**src/rtl/writeback_arbiter.sv**
```systemverilog
// Register-file write-port arbiter: the ALU path has priority over a small load FIFO,
// with a bounded starvation limit for the FIFO head, plus a pending-write scoreboard.
module writeback_arbiter #(
  parameter int DATA_WIDTH   = 32,
  parameter int ADDR_WIDTH   = 5,
  parameter int LQ_DEPTH     = 4,
  parameter int STARVE_LIMIT = 3
) (
  input  logic                        clk,
  input  logic                        reset,
  input  logic                        alu_valid,
  output logic                        alu_ready,
  input  logic [ADDR_WIDTH-1:0]       alu_addr,
  input  logic [DATA_WIDTH-1:0]       alu_data,
  input  logic                        ld_valid,
  output logic                        ld_ready,
  input  logic [ADDR_WIDTH-1:0]       ld_addr,
  input  logic [DATA_WIDTH-1:0]       ld_data,
  input  logic                        claim_valid,
  input  logic [ADDR_WIDTH-1:0]       claim_addr,
  output logic [31:0]                 busy_mask,
  output logic [$clog2(LQ_DEPTH):0]   lq_count,
  output logic                        reg_write_enable,
  output logic [ADDR_WIDTH-1:0]       reg_write_addr,
  output logic [DATA_WIDTH-1:0]       reg_write_data
);

  // Handshakes: a transfer happens on a rising edge where valid and ready are both high.
  // ready never depends on valid, so a source may hold valid and wait.
  localparam int PTR_W = $clog2(LQ_DEPTH);
  localparam int CNT_W = PTR_W + 1;
  localparam int SC_W  = (STARVE_LIMIT < 1) ? 1 : $clog2(STARVE_LIMIT + 1);

  logic [ADDR_WIDTH-1:0] lq_addr_q [LQ_DEPTH];
  logic [ADDR_WIDTH-1:0] lq_addr_d [LQ_DEPTH];
  logic [DATA_WIDTH-1:0] lq_data_q [LQ_DEPTH];
  logic [DATA_WIDTH-1:0] lq_data_d [LQ_DEPTH];
  logic [PTR_W-1:0]      wr_ptr_q, wr_ptr_d;
  logic [PTR_W-1:0]      rd_ptr_q, rd_ptr_d;
  logic [CNT_W-1:0]      count_q, count_d;
  logic [SC_W-1:0]       starve_q, starve_d;
  logic [31:0]           busy_q, busy_d;
  logic                  wen_q, wen_d;
  logic [ADDR_WIDTH-1:0] waddr_q, waddr_d;
  logic [DATA_WIDTH-1:0] wdata_q, wdata_d;

  logic                  lq_empty, lq_full, force_head;
  logic                  sel_alu, pop, push, selected;
  logic [ADDR_WIDTH-1:0] sel_addr;
  logic [DATA_WIDTH-1:0] sel_data;

  always_comb begin
    lq_empty   = (count_q == '0);
    lq_full    = (count_q == CNT_W'(LQ_DEPTH));
    force_head = !lq_empty && (starve_q == SC_W'(STARVE_LIMIT));
    alu_ready  = !force_head;
    ld_ready   = !lq_full;
    sel_alu    = alu_valid && !force_head;
    pop        = !sel_alu && !lq_empty;
    push       = ld_valid && !lq_full;
    selected   = sel_alu || pop;
    sel_addr   = sel_alu ? alu_addr : lq_addr_q[rd_ptr_q];
    sel_data   = sel_alu ? alu_data : lq_data_q[rd_ptr_q];

    lq_addr_d = lq_addr_q;
    lq_data_d = lq_data_q;
    if (push) begin
      lq_addr_d[wr_ptr_q] = ld_addr;
      lq_data_d[wr_ptr_q] = ld_data;
    end
    // Pointers wrap naturally because the depth is a power of two.
    wr_ptr_d = wr_ptr_q + PTR_W'(push);
    rd_ptr_d = rd_ptr_q + PTR_W'(pop);
    count_d  = count_q + CNT_W'(push) - CNT_W'(pop);

    // With a non-empty queue and no pop, the ALU must have won this cycle.
    starve_d = starve_q;
    if (lq_empty || pop)
      starve_d = '0;
    else if (starve_q != SC_W'(STARVE_LIMIT))
      starve_d = starve_q + SC_W'(1);

    wen_d   = 1'b0;
    waddr_d = waddr_q;
    wdata_d = wdata_q;
    if (selected) begin
      wen_d   = (sel_addr != '0);
      waddr_d = sel_addr;
      wdata_d = sel_data;
    end

    // Clear first so that a same-cycle claim of the same register wins.
    busy_d = busy_q;
    if (selected)
      busy_d[sel_addr] = 1'b0;
    if (claim_valid)
      busy_d[claim_addr] = 1'b1;
    busy_d[0] = 1'b0;
  end

  always_ff @(posedge clk or negedge reset) begin
    if (!reset) begin
      for (int i = 0; i < LQ_DEPTH; i++) begin
        lq_addr_q[i] <= '0;
        lq_data_q[i] <= '0;
      end
      wr_ptr_q <= '0;
      rd_ptr_q <= '0;
      count_q  <= '0;
      starve_q <= '0;
      busy_q   <= '0;
      wen_q    <= 1'b0;
      waddr_q  <= '0;
      wdata_q  <= '0;
    end else begin
      lq_addr_q <= lq_addr_d;
      lq_data_q <= lq_data_d;
      wr_ptr_q  <= wr_ptr_d;
      rd_ptr_q  <= rd_ptr_d;
      count_q   <= count_d;
      starve_q  <= starve_d;
      busy_q    <= busy_d;
      wen_q     <= wen_d;
      waddr_q   <= waddr_d;
      wdata_q   <= wdata_d;
    end
  end

  assign busy_mask        = busy_q;
  assign lq_count         = count_q;
  assign reg_write_enable = wen_q;
  assign reg_write_addr   = waddr_q;
  assign reg_write_data   = wdata_q;

endmodule

```
**config.mk**
```make
export PLATFORM = sky130hd
export DESIGN_NAME = writeback_arbiter
export DESIGN_NICKNAME = d
export VERILOG_FILES = /design/src/rtl/writeback_arbiter.sv
export SDC_FILE = /design/constraint.sdc
export NUM_CORES = 1
export LEC_CHECK = 0
export BUFFER_PORTS_ARGS = -buffer_cell sky130_fd_sc_hd__buf_4
export CAP_MARGIN = 20
export CORE_MARGIN = 3
export CORE_UTILIZATION = 61
export CTS_CLUSTER_DIAMETER = 150
export DETAILED_ROUTE_END_ITERATION = 10
export GPL_ROUTABILITY_DRIVEN = 1
export GPL_TIMING_DRIVEN = 0
export PLACE_DENSITY = 0.85
export SLEW_MARGIN = 20
export SYNTH_ARGS = -nofsm -noshare
export SYNTH_HDL_FRONTEND = slang
export SYNTH_SLANG_ARGS = --single-unit
```
**constraint.sdc**
```tcl
create_clock -name clk -period 4.5 [get_ports clk]
set_input_delay 0.45 -clock clk [delete_from_list [all_inputs] [get_ports clk]]
set_output_delay 0.45 -clock clk [all_outputs]
set_load 0.005 [all_outputs]
```
==> summary.md <==
| Metric | Value |
|---|---|
| FF-to-FF End | `lq_count[2]` |
| Crit. End Element | `flop` |
| TritonCTS Buffers | `23` |
| Largest net degree at the start of global routing | `98` |
| IO Count | `159` |
| Drt total wl | `24600 µm` |
| Commonest cells after routing, fill and taps aside | `226 x dfrtp_1, 164 x buf_4, 145 x mux2_2, 70 x nand2_1` |
| Worst-Margin Slew | `1.25 ns` |
| RD Place Congestion | `0.919` |
| MaxCap Viol Count | `0` |
| Top_reg_cell synth | `dfrtp_1` |
| # fillers | `1101` |
| Setup TNS | `0 ns` |
| Core footprint | `16600 µm²` |
| Avg WL per Cell | `20.7 µm` |
| CP Launch Type | `flop` |
| Internal reg-to-reg setup slack | `1.17 ns` |
| Post-synthesis async set-or-reset flop share | `1.00` |
| Clock slew seen by the registers of the worst setup and hold paths | `0.06 ns` |
| Maximum ir drop on the vdd rail | `428 µV` |
| Grt total ovfl | `0` |
| Clk buf depth | `3` |
| Share of post-route cells with drive strength above 1 | `0.415` |
| Vias | `7274` |
| Critical path required time | `4.87 ns` |
| Run status | `finished clean` |
| DP HPWL | `16900 µm` |
| Syn Nets | `860` |
| Max frequency | `300 MHz` |
| RSZ-0062 raised after global routing | `no` |
| Register area | `5660 µm²` |
| Slew HR | `0.167` |
| Post-layout nets | `1044` |
| Final max-slew violation count | `0` |
| H-tree levels | `1` |
| EDFF count, synth | `0` |
| Cell count after synthesis | `770` |
| DRC viols | `0` |
| Area of the multi-input gates | `4410 µm²` |
| First-pass GRT wire length | `39700 µm` |
| Antenna viol nets, final | `0` |
| Maximum fanout along the worst path | `10` |
| Reg2reg start | `lq_count[1]` |
| CP Capture Point | `lq_count[2]` |
| Iter 0 DRT Violations | `508` |
| Ys Warns | `0` |
| Hold Path Class | `in -> reg` |
| R2R cell count | `11` |
| Initial antenna violation count | `0` |
| Starting Density | `0.624` |
| Final period util | `0.740` |
| Syn_area_per_cell | `13.5 µm²` |
| Setup-failing EPs final | `0` |
| Arrival time at the worst endpoint | `3.70 ns` |
| Sequential cell area fraction in the yosys report | `0.545` |
| Yosys top cell area share | `0.545` |
| Synth Register Bits | `226` |
| Count of cell types in the netlist | `50` |
| LEAKAGE | `5.42 nW` |
| Gr usage total | `0.271` |
| Die Ht | `136 µm` |
| Width of the die | `136 µm` |
| P per Cell Area | `720 nW/µm²` |
| Area post-placement | `11900 µm²` |
| Final Hold Viols | `0` |
| CTS tree | `done` |
| Root Driver | `clkbuf_16` |
| Synth area leaders | `dfrtp_1 54%, mux2_2 16%, mux4_2 8.0%, mux2i_1 3.5%, o211ai_1 3.2%` |
| Commonest non-fill, non-tap cell in the layout | `dfrtp_1` |
| Synth Cell Area | `10400 µm²` |
| Sink Count | `226` |
| N_diodes | `0` |
| Port bufs | `156` |
| Area of the die | `18600 µm²` |
| Finished Cell Area | `12600 µm²` |
| Min cycle time layout | `3.33 ns` |
| Vias in the first global route | `7686` |
| Num rows | `47` |
| Synthesis-to-finish area growth | `21.3%` |
| Critical Path Start | `lq_count[1]` |
| Vias per cell | `6.12` |
| Cell taking the most area after synthesis | `dfrtp_1` |
| Setup Buffers After CTS | `0` |
| Crit Path Class | `reg -> reg` |
| Clock Skew | `0.00753 ns` |
| 1st-pass router iterations | `5` |
| Worst-Skew Late Latency | `0.50 ns` |
[per-layer routing]
metal | vias up | global-route usage | share of wire
li1 | 3235 | - | -
met1 | 3674 | 0.359 | 0.40
met2 | 321 | 0.464 | 0.51
met3 | 44 | 0.0466 | 0.075
met4 | 0 | 0.0795 | 0.017
met5 | - | 0 | 0
[cell type report]
type | instances | area share
clock buffers | 38 | 0.0549
multi-input cells | 487 | 0.350
well taps | 220 | 0.0219
clock inverters | 1 | 0.000397
repair buffers | 159 | 0.0987
plain buffers | 50 | 0.0226
inverters | 7 | 0.00209
flip-flops and latches | 226 | 0.449
[worst min-delay path by stage]
stage | from | endpoint | slack (ns) | cells past startpoint
5_1_grt | ld_data[11] | lq_data_q[107] | 0.19 | 2
3_3_place_gp | starve_q[0] | starve_q[0] | 0.43 | 1
6_report | ld_data[11] | lq_data_q[107] | 0.20 | 2
3_5_place_dp | reset | lq_data_q[124] | 0.39 | 1
4_1_cts | ld_data[11] | lq_data_q[107] | 0.19 | 2
2_1_floorplan | reset | busy_mask[10] | 0.15 | 0
[state kept, by name (all words and copies together), names as in the netlist]
signal            count
lq_addr_q            20
busy_mask            31
starve_q              2
reg_write_data       32
reg_write_addr        5
wr_ptr_q              2
lq_count              3
rd_ptr_q              2
lq_data_q           128
reg_write_enable      1
[cells in the mapped netlist, types with 4 or more instances]
cell type,number
dfrtp_1,226
mux2_2,145
nand2_1,70
nand3_1,44
o211ai_1,44
mux4_2,37
o21ai_0,37
mux2i_1,36
clkbuf_1,22
buf_2,9
buf_4,9
nand4_1,8
buf_6,7
ha_1,5
inv_1,5
nand4b_1,5
nor2_1,5
nor3b_1,5
nand2b_1,4
[cells by family after synthesis]
logic type	Yosys count	share of synthesized area
AO/OA/AOI/OAI	94	0.0600
XOR/XNOR	4	0.00338
adder cells (fa/ha/maj)	6	0.00796
buffers and inverters	57	0.0300
flip-flops	226	0.545
multiplexers	221	0.276
other	1	0.000361
AND/OR/NAND/NOR	161	0.0779
[power by group]
part | internal, mW | switching [mW]
Combinational | 2.09 | 1.62
Sequential | 3.02 | 0.555
Clock | 1.04 | 0.745
Total | 6.14 | 2.92
[timing repair]
item	CTS	global route
resized for setup	0	0
endpoints found under the hold margin	50	0
hold buffers	1	0
[stage by stage]
step	hold WS (ns)	std cells	power (mW)	worst slack, ns	utilization
floorplan	0.154	770	6.02	1.73	-
global placement	0.433	1146	7.08	1.20	0.711
detailed placement	0.390	1148	7.29	1.11	0.714
CTS	0.191	1188	9.12	1.24	0.757
global route	0.191	1188	9.63	0.950	0.757
finish	0.200	1188	9.07	1.17	0.757
[critical path, cell delays in order, from the launching register on]
cell	delay, ns
dfrtp_1	0.47
or3_1	0.44
o21ai_1	0.37
clkbuf_1	0.54
inv_1	0.18
ha_1	0.32
inv_1	0.06
ha_1	0.12
inv_1	0.05
fa_1	0.38
xnor2_1	0.15
xnor2_1	0.13
(Power assumes the default switching activity.)
